==> src/rtl/row_serializer.sv <==
// Row-to-stream serializer: buffers one WIDTH x CHANNELS row and emits it one value per
// cycle (channel inner, column outer), flagging row end, frame end and counting frames.
module row_serializer #(
  parameter int VALUE_BITS     = 8,
  parameter int WIDTH          = 28,
  parameter int CHANNELS       = 2,
  parameter int FRAME_CNT_BITS = 16
) (
  input  logic                                             clock_i,
  input  logic                                             reset_i,
  input  logic [WIDTH-1:0][CHANNELS-1:0][VALUE_BITS-1:0]   in_row_i,
  input  logic                                             in_row_valid_i,
  output logic                                             in_row_accept_o,
  input  logic                                             in_row_last_i,
  output logic [VALUE_BITS-1:0]                            out_value_o,
  output logic                                             out_valid_o,
  input  logic                                             out_ready_i,
  output logic                                             out_row_end_o,
  output logic                                             out_last_o,
  output logic [FRAME_CNT_BITS-1:0]                        frames_done_o
);

  localparam int COL_BITS = (WIDTH > 1) ? $clog2(WIDTH) : 1;
  localparam int CH_BITS  = (CHANNELS > 1) ? $clog2(CHANNELS) : 1;
  localparam logic [COL_BITS-1:0] COL_MAX = COL_BITS'(WIDTH - 1);
  localparam logic [CH_BITS-1:0]  CH_MAX  = CH_BITS'(CHANNELS - 1);

  logic [WIDTH-1:0][CHANNELS-1:0][VALUE_BITS-1:0] row_buf;
  logic                full;
  logic                last_q;
  logic [COL_BITS-1:0] col;
  logic [CH_BITS-1:0]  ch;

  logic at_end;
  logic beat;
  logic final_beat;
  logic load;

  // Handshakes: a row moves on a posedge with in_row_valid_i && in_row_accept_o; a value
  // moves on a posedge with out_valid_o && out_ready_i. Neither valid depends on its ready.
  assign at_end     = (col == COL_MAX) && (ch == CH_MAX);
  assign beat       = full && out_ready_i;
  assign final_beat = beat && at_end;
  assign load       = in_row_valid_i && in_row_accept_o;

  // Accepting during the final beat lets the next row follow with no idle cycle.
  assign in_row_accept_o = !reset_i && (!full || final_beat);

  assign out_valid_o   = full;
  assign out_value_o   = row_buf[col][ch];
  assign out_row_end_o = full && at_end;
  assign out_last_o    = out_row_end_o && last_q;

  always_ff @(posedge clock_i) begin
    if (reset_i) begin
      full          <= 1'b0;
      last_q        <= 1'b0;
      col           <= '0;
      ch            <= '0;
      frames_done_o <= '0;
    end else begin
      if (beat && out_last_o) begin
        frames_done_o <= frames_done_o + FRAME_CNT_BITS'(1);
      end
      if (load) begin
        row_buf <= in_row_i;
        last_q  <= in_row_last_i;
        full    <= 1'b1;
        col     <= '0;
        ch      <= '0;
      end else if (final_beat) begin
        full <= 1'b0;
        col  <= '0;
        ch   <= '0;
      end else if (beat) begin
        if (ch == CH_MAX) begin
          ch  <= '0;
          col <= col + COL_BITS'(1);
        end else begin
          ch <= ch + CH_BITS'(1);
        end
      end
    end
  end

endmodule

==> config.mk <==
export PLATFORM = sky130hd
export DESIGN_NAME = row_serializer
export DESIGN_NICKNAME = d
export VERILOG_FILES = /design/src/rtl/row_serializer.sv
export SDC_FILE = /design/constraint.sdc
export NUM_CORES = 1
export LEC_CHECK = 0
export CORE_ASPECT_RATIO = 1.4
export CORE_MARGIN = 3
export CORE_UTILIZATION = 26
export DETAILED_ROUTE_END_ITERATION = 10
export GPL_TIMING_DRIVEN = 0
export PLACE_DENSITY = 0.58
export SLEW_MARGIN = 20
export SYNTH_ARGS = -nofsm -noshare
export SYNTH_HDL_FRONTEND = slang
export SYNTH_SLANG_ARGS = --single-unit
==> constraint.sdc <==
create_clock -name clock_i -period 19.1 [get_ports clock_i]
set_clock_uncertainty 0.15 [all_clocks]
set_input_delay 3.82 -clock clock_i [delete_from_list [all_inputs] [get_ports clock_i]]
set_output_delay 3.82 -clock clock_i [all_outputs]
set_load 0.05 [all_outputs]
==> results.py, run 1 <==
metrics = {
    "status": {
        "status": "complete, no violations",
    },
    "synth": {
        "synthTopCellsByArea": "edfxtp_1, mux4_2, dfxtp_1",
        "synthDistinctLibCells": 39,
        "syn_avg_cell_area_sq_um": 20.7,
        "yosys.cell_count.top_type": "edfxtp_1",
        "async_flop_share": 0,
        "ys_seq_elements": 472,
        "synth_flop_cell": "edfxtp_1",
        "synth_area_leader_cell": "edfxtp_1",
        "yosysSeqAreaShare": 0.763,
        "netlist_instances": 881,
        "synth_common_cells": "edfxtp_1, mux4_2, mux2i_1, nor2_1, nand2_1",
        "synth_top_area_frac": 0.737,
        "synth-edff-count": 448,
        "yosysWarnings": 0,
        "synth.net_count": 1336,
        "synth_area_sq_um": 18300,
    },
    "routing": {
        "totalWireLength_um": 60700,
        "ant_nets": 0,
        "avgRoutedWirePerCell_um": 25.3,
        "remaining_drc_errors": 0,
        "met1Wirelength_um": 22400,
        "wl_met2_um": 32900,
        "first_iter_violations": 737,
        "vias": 10600,
        "highest_layer": "met5",
        "dr.pass1.iters": 5,
        "routed_via_density": 4.40,
        "route.met3.wl_um": 4090,
    },
    "die": {
        "die_w_um": 230,
        "die_area_sq_um": 73500,
        "core.rowCount": 114,
        "core_sq_um": 69300,
        "io_pins": 481,
        "initial_core_util": 0.263,
        "die_h_um": 320,
    },
    "clock_tree": {
        "cts_tree": "built",
        "postCtsSetupRepairBufs": 0,
        "cts_sinks": 472,
        "worstSkewPairLatency_ps": 600,
        "clk_path_buf_depth": 3,
        "ctsResizeCount": 0,
        "cts.htree.levels": 2,
        "cts.clk_slew.worst_paths_ps": 70,
        "cts_made_buffers": 49,
        "holdBufCountCts": 0,
        "cts_root_buf": "clkbuf_16",
    },
    "setup_path": {
        "startpoint_type": "input pin",
        "cp.arrival_ps": 5630,
        "critPathKind": "in2out",
        "required_ps": 15130,
        "cp_max_fo": 6,
        "endpoint_kind": "output pin",
    },
    "global_routing": {
        "grt_use_total": 0.161,
        "grt_pass1_vias": 11600,
        "grt_max_degree": 64,
        "grt_pass1_wl_um": 83600,
        "antenna_found_initial": 20,
        "grt_remaining_overflow": 0,
    },
    "placed_design": {
        "hpwl_um": 46300,
        "io_buffer_count": 480,
        "gp_congestion": 0.806,
        "dp_slack_ps": 9510,
    },
    "sta": {
        "setup_slack_ps": 9500,
        "fin_crit_ps": 9600,
        "relSlewSlack": 0.425,
        "tightest_slew_ps": 862,
        "drv_slew": 0,
        "rsz0062_at_grt": "false",
        "fmax_mhz": 104,
        "fin_crit_sh": 0.503,
        "report.final.hold_viol_count": 0,
        "setup_viol": 0,
    },
    "final_layout": {
        "synthToLayoutAreaGrowth_pct": 43.1,
        "drive_gt1_frac": 0.153,
        "fin_util": 0.377,
        "fin_nets": 1875,
    },
    "power": {
        "ir_drop_uv": 62.1,
        "leakagePower_uw": 0.00825,
        "power_density_nw_per_um2": 89.3,
        "p_total_uw": 2330,
    },
    "run": {
        "drv_cap": 0,
    },
    "hold_path": {
        "hold_class": "reg2reg",
    },
}
worst max-delay path, cell delays in order:
cell and delay, ps:
clkdlybuf4s50_1 570, nand3_1 170, a21oi_1 230, clkdlybuf4s50_1 840
registers in the layout (all words and copies together), names as in the netlist:
register / cells
row_buf: 448
frames_done_o: 16
col: 5
ch: 1
last_q: 1
out_valid_o: 1
power breakdown:
part | total, uW | internal, uW | switching (uW)
combinational | 156 | 101 | 54.1
sequential | 1190 | 1180 | 10.2
clock | 988 | 560 | 429
total | 2330 | 1840 | 493
through the flow:
step                hold WS (ps)  area (sq um)  TNS (ps)  std cells
global placement             335         24200   -222300       2289
global route                 386         26100         0       2401
detailed placement           341         24400         0       2297
finish                       354         26100         0       2404
floorplan                    340         18300         0        881
CTS                          351         26100         0       2389
final timing paths:
path,from,endpoint,slack [ps],depth (start not counted)
worst min-delay path,frames_done_o[1],frames_done_o[1],350,2
worst min register to register,frames_done_o[1],frames_done_o[1],350,2
worst max-delay path,out_ready_i,in_row_accept_o,9500,4
worst max register to register,col[0],row_buf[28],15610,8
layout by cell type (no fill, tap or decap), drive strengths merged, types with 15 or more instances in the layout:
master,count
dfxtp,24
clkbuf,62
mux4,101
clkinv,20
a21oi,17
mux2i,41
buf,47
nand3,17
nor2,34
clkdlybuf4s50,480
nand2,26
edfxtp,448
diode,15
logic make-up (layout without fill, tap and decap cells):
logic type,Yosys count,in the layout,synth area share
flops,472,472,0.763
mux,146,146,0.150
simple gates,124,124,0.0338
compound gates,68,68,0.0253
buf+inv,52,632,0.0184
xor+xnor,17,17,0.00816
fa+ha+maj,2,2,0.00137
other cells,0,15,0
cell type report:
class                           count  area (sq um)
Fill cell                        6507         43200
Sequential cell                   472         13900
Timing Repair Buffer              488          5010
Multi-Input combinational cell    357          3990
Clock buffer                       54          1240
Tap cell                          928          1160
Clock inverter                     38           403
Buffer                             47           318
Antenna cell                       15          37.5
Inverter                            5          18.8
routing by layer:
layer  up-vias  GRT usage
met4         6     0.0605
met2       398      0.293
met1      5368      0.179
met5         -          0
li1       4739          -
met3        73     0.0435
Note: power is estimated with default switching activity, not from simulation.
==> run 2: changes to the inputs <==
- clock period: 19.1 -> 9.5 ns (I/O delays scaled with it)
==> run 2 against run 1 <==
  * Cell count about the same
  * Final area up 0.18%
  * Sequential power up 100%
  * Largest power group unchanged
  * Register-to-register slack worse by 9600 ps
  * Clock-buffer cell count up 7
  * Hold slack worse by 8.3 ps
  * Critical path type is now reg2out
  * Non-clock buffer count up 1
  * Sequential cell count unchanged
  * First-iteration DRC count down 12%
  * Combinational power up 100%
  * Via count down 0.42%
==> results.py, run 2 (synthesis results as in run 1) <==
metrics = {
    "hold_path": {
        "worstHoldPathCells": 2,
        "worstHoldStart": "frames_done_o[1]",
        "hold_class": "reg2reg",
        "holdPathEnd": "frames_done_o[1]",
    },
    "routing": {
        "dr.pass1.iters": 4,
        "vias": 10500,
        "avgRoutedWirePerCell_um": 25.3,
        "routed_via_density": 4.38,
        "totalWireLength_um": 60900,
        "ant_nets": 0,
        "first_iter_violations": 651,
        "remaining_drc_errors": 0,
    },
    "sta": {
        "hold_slack_ps": 345,
        "setup_viol": 0,
        "drv_slew": 0,
        "report.final.hold_viol_count": 0,
        "relSlewSlack": 0.372,
        "fin_crit_sh": 0.663,
        "fmax_mhz": 159,
        "rsz0062_at_grt": "false",
        "tightest_slew_ps": 942,
        "fin_crit_ps": 6300,
    },
    "power": {
        "power_density_nw_per_um2": 180,
        "leakagePower_uw": 0.00829,
        "ir_drop_uv": 135,
    },
    "global_routing": {
        "grt_max_degree": 62,
        "grt_use_total": 0.164,
        "grt_pass1_wl_um": 85000,
        "grt_pass1_vias": 11700,
        "grt_remaining_overflow": 0,
        "antenna_found_initial": 22,
    },
    "setup_path": {
        "cp_max_fo": 10,
        "crit_top_cell": "clkbuf_1",
        "required_ps": 7450,
        "rr_endpoint": "row_buf[107]",
        "path_cells": "buf_2, nor2b_1, clkbuf_1, clkbuf_1, a211oi_1, nor4_1, clkdlybuf4s50_1",
        "reg2reg_depth": 9,
        "critPathKind": "reg2out",
        "critPathMaxStageDelay_ps": 1000,
        "r2r-start": "col[0]",
        "rrSetupSlack_ps": 6050,
        "cp.arrival_ps": 4250,
        "endpoint_kind": "output pin",
        "cpMaxStageDelayCell": "clkdlybuf4s50_1",
        "startpoint_type": "flip-flop",
    },
    "clock_tree": {
        "cts.clk_slew.worst_paths_ps": 60,
        "clk_path_buf_depth": 3,
        "cts_made_buffers": 51,
        "worstSkewPairLatency_ps": 590,
        "cts_root_buf": "clkbuf_16",
        "ctsResizeCount": 0,
        "cts_tree": "built",
        "cts_sinks": 472,
        "postCtsSetupRepairBufs": 0,
        "cts.htree.levels": 2,
        "holdBufCountCts": 0,
    },
    "final_layout": {
        "reg_top3": "row_buf x448, frames_done_o x16, col x5",
        "n_fill_cell": 6475,
        "fin_nets": 1878,
        "drive_gt1_frac": 0.154,
        "final_area_sq_um": 26200,
        "fin_util": 0.377,
        "synthToLayoutAreaGrowth_pct": 43.3,
        "regMostFlops": "row_buf",
        "final_cell_mix": "clkdlybuf4s50_1, edfxtp_1, mux4_2",
        "largest_reg_flops": 448,
        "layout_commonest_cell": "clkdlybuf4s50_1",
    },
    "status": {
        "status": "complete, no violations",
    },
    "die": {
        "die_w_um": 230,
        "io_pins": 481,
        "die_area_sq_um": 73500,
        "core_sq_um": 69300,
        "core.rowCount": 114,
        "initial_core_util": 0.263,
        "die_h_um": 320,
    },
    "placed_design": {
        "io_buffer_count": 480,
        "placed_area_sq_um": 24400,
        "hpwl_um": 46900,
        "gp_congestion": 0.815,
    },
    "run": {
        "drv_cap": 0,
    },
}
==> run 2: changes by cell type in the layout (fill, tap and decap cells not counted), sizes merged <==
cell	change
clkinv	+2
clkbuf	+7
inv	-4
clkinvlp	-4
diode	-1
buf	+1
==> run 2: worst max-delay path: cells and delay by family, from the launching register on <==
family                 cells  cell delay, ps
buffers and inverters      4            2530
AND/OR/NAND/NOR            2             520
AO/OA/AOI/OAI              1             290
flip-flops                 1             300
==> run 2: final cells by class <==
class | instances | area, sq um | area share
Clock inverter | 32 | 328 | 0.0125
Antenna cell | 14 | 35.0 | 0.00134
Timing Repair Buffer | 489 | 5020 | 0.192
Sequential cell | 472 | 13900 | 0.533
Buffer | 47 | 318 | 0.0121
Multi-Input combinational cell | 357 | 3990 | 0.152
Tap cell | 928 | 1160 | 0.0444
Clock buffer | 61 | 1360 | 0.0518
Inverter | 5 | 18.8 | 0.000717
==> run 2: metrics by stage <==
step | power [uW] | instances | setup TNS (ps) | setup slack, ps
finish | 4710 | 2405 | 0 | 3200
global route | 4890 | 2400 | 0 | 2930
CTS | 4790 | 2391 | 0 | 3040
detailed placement | 2750 | 2298 | 0 | 3700
global placement | 2760 | 2289 | -630860 | -1440
floorplan | 2520 | 881 | 0 | 382
==> run 2: worst max path at each step <==
stage / startpoint / endpoint / slack (ps) / cells after the start
CTS: col[2] / out_value_o[5] / 3040 / 7
floorplan: out_ready_i / last_q / 380 / 4
global route: col[2] / out_value_o[5] / 2930 / 7
finish: col[2] / out_value_o[5] / 3200 / 7
detailed placement: col[2] / out_value_o[5] / 3700 / 7
global placement: out_ready_i / row_buf[430] / -1440 / 4
==> run 2: power by group <==
part           internal, uW  total [uW]  switching [uW]
clock network          1180        2010             830
registers              2370        2390            20.1
logic                   205         314             110
==> run 2: per-layer routing <==
layer	vias up	global-route usage	share of wire
met4	14	0.0532	0.028
met3	96	0.0496	0.076
li1	4739	-	-
met5	-	0	0.0017
met1	5295	0.178	0.36
met2	396	0.302	0.54
==> run 3: changes to the inputs <==
- PLACE_DENSITY: 0.58 -> 0.6
- clock period: 9.5 -> 5.72 ns (I/O delays scaled with it)
==> run 3 against run 2 <==
  * Combinational power is 67% higher
  * Global-route usage shrank 0.10 points
  * Sequential power rose by 66%
  * Cell count is essentially flat
  * Die area is the same
  * Critical path type unchanged
  * Highest routed layer unchanged
==> results.py, run 3 (synthesis results as in run 1) <==
metrics = {
    "status": {
        "status": "complete, no violations",
    },
    "sta": {
        "setup_slack_ps": 313,
        "fin_crit_sh": 0.945,
        "finalSetupTns_ps": 0,
        "drv_slew": 0,
        "report.final.hold_viol_count": 0,
        "fin_crit_ps": 5410,
        "rsz0062_at_grt": "false",
        "fmax_mhz": 185,
        "tightest_slew_ps": 917,
        "hold_slack_ps": 360,
        "setup_viol": 0,
        "relSlewSlack": 0.388,
    },
    "global_routing": {
        "grt_remaining_overflow": 0,
        "grt_use_total": 0.163,
        "antenna_found_initial": 23,
        "grt_pass1_wl_um": 84400,
        "grt_pass1_vias": 11700,
        "grt_max_degree": 58,
    },
    "final_layout": {
        "final_area_sq_um": 26100,
        "synthToLayoutAreaGrowth_pct": 43.0,
        "n_fill_cell": 6500,
        "drive_gt1_frac": 0.152,
        "regMostFlops": "row_buf",
        "reg_top3": "row_buf x448, frames_done_o x16, col x5",
        "fin_nets": 1876,
        "final_cell_mix": "clkdlybuf4s50_1, edfxtp_1, mux4_2",
        "fin_util": 0.377,
        "multi_input_area_sq_um": 3990,
        "largest_reg_flops": 448,
        "seq_area_sq_um": 13900,
        "layout_commonest_cell": "clkdlybuf4s50_1",
    },
    "placed_design": {
        "dp_slack_ps": 644,
        "gp_congestion": 0.800,
        "hpwl_um": 46400,
        "io_buffer_count": 480,
        "placed_area_sq_um": 24400,
    },
    "routing": {
        "remaining_drc_errors": 0,
        "ant_nets": 0,
        "totalWireLength_um": 60700,
        "first_iter_violations": 576,
        "dr.pass1.iters": 5,
        "vias": 10700,
        "avgRoutedWirePerCell_um": 25.2,
        "routed_via_density": 4.43,
    },
    "power": {
        "leakagePower_uw": 0.00825,
        "power_density_nw_per_um2": 297,
        "ir_drop_uv": 223,
        "clock_power_share": 0.420,
        "p_int_uw": 6130,
        "combinationalPowerShare": 0.068,
        "swShare": 0.208,
        "p_seq_frac": 0.512,
        "p_switching_uw": 1610,
    },
    "die": {
        "io_pins": 481,
        "die_area_sq_um": 73500,
        "core_sq_um": 69300,
        "die_h_um": 320,
        "core.rowCount": 114,
        "initial_core_util": 0.263,
        "die_w_um": 230,
    },
    "setup_path": {
        "cp.arrival_ps": 4110,
        "rrSetupSlack_ps": 2390,
        "startpoint_type": "flip-flop",
        "endpoint_kind": "output pin",
        "reg2reg_depth": 8,
        "critPathKind": "reg2out",
        "cp_max_fo": 10,
        "required_ps": 4430,
        "r2r-start": "col[0]",
        "rr_endpoint": "row_buf[108]",
    },
    "hold_path": {
        "worstHoldPathCells": 2,
        "hold_class": "reg2reg",
        "worstHoldStart": "frames_done_o[1]",
        "holdPathEnd": "frames_done_o[1]",
    },
    "clock_tree": {
        "clk_path_buf_depth": 3,
        "postCtsSetupRepairBufs": 0,
        "cts_sinks": 472,
        "cts_tree": "built",
        "cts_made_buffers": 49,
        "holdBufCountCts": 0,
        "cts.clk_slew.worst_paths_ps": 60,
        "cts_root_buf": "clkbuf_16",
        "cts.htree.levels": 2,
        "worstSkewPairLatency_ps": 600,
    },
    "run": {
        "drv_cap": 0,
    },
}
-- run 3: cell count changes in the layout (fill, tap and decap cells not counted), sizes merged --
cell    before  now
clkinv      22   18
clkbuf      69   66
diode       14   17
inv          7   10
bufinv       6    5
-- run 3: cell type report --
cell class              count  share of cell area
clock buffers              58              0.0499
diodes                     17             0.00163
well taps                 928              0.0445
plain buffers              47              0.0122
flip-flops and latches    472               0.534
inverters                   5            0.000719
repair buffers            489               0.193
multi-input cells         357               0.153
clock inverters            30              0.0116
-- run 3: routing by layer --
metal	track usage	vias to the layer above	wire length [um]
met1	0.182	5387	22200
met4	0.0778	8	2330
met3	0.0454	95	4270
met2	0.285	422	31800
li1	-	4744	-
met5	0	-	54
-- run 3: worst max-delay path by stage --
stage	start	slack [ps]	cells after the start	end
5_1_grt	col[0]	110	10	out_value_o[5]
3_5_place_dp	col[2]	640	7	out_value_o[5]
4_1_cts	col[0]	190	10	out_value_o[5]
6_report	col[0]	310	10	out_value_o[5]
2_1_floorplan	out_ready_i	60	4	last_q
3_3_place_gp	out_ready_i	-1260	4	row_buf[142]
-- run 3: repair_timing --
item,CTS,global route
endpoints found under the hold margin,0,0
gates resized for setup,1,0
endpoints found under the setup margin,1,0
-- run 3: per-stage QoR --
step	total power, uW	std cells
after detailed placement	4570	2298
after global placement	4560	2289
after global routing	8040	2400
after CTS	7870	2386
final	7740	2403
after floorplan	4170	881
-- run 3: power groups by stage --
stage | sequential, uW | clock (uW) | combinational, uW
detailed placement | 4040 | 0 | 531
global placement | 4060 | 0 | 499
CTS | 3960 | 3380 | 533
global route | 3970 | 3510 | 557
finish | 3960 | 3260 | 524
floorplan | 4040 | 0 | 126
-- run 3: worst max-delay path, stage by stage, from the launching register on --
cell and delay [ps]:
dfxtp_1 470, buf_6 160, buf_8 190, buf_6 240, buf_4 260, buf_4 320, mux2i_1 530, nor2_1 120
a211oi_1 240, nor4_1 80, clkdlybuf4s50_1 850
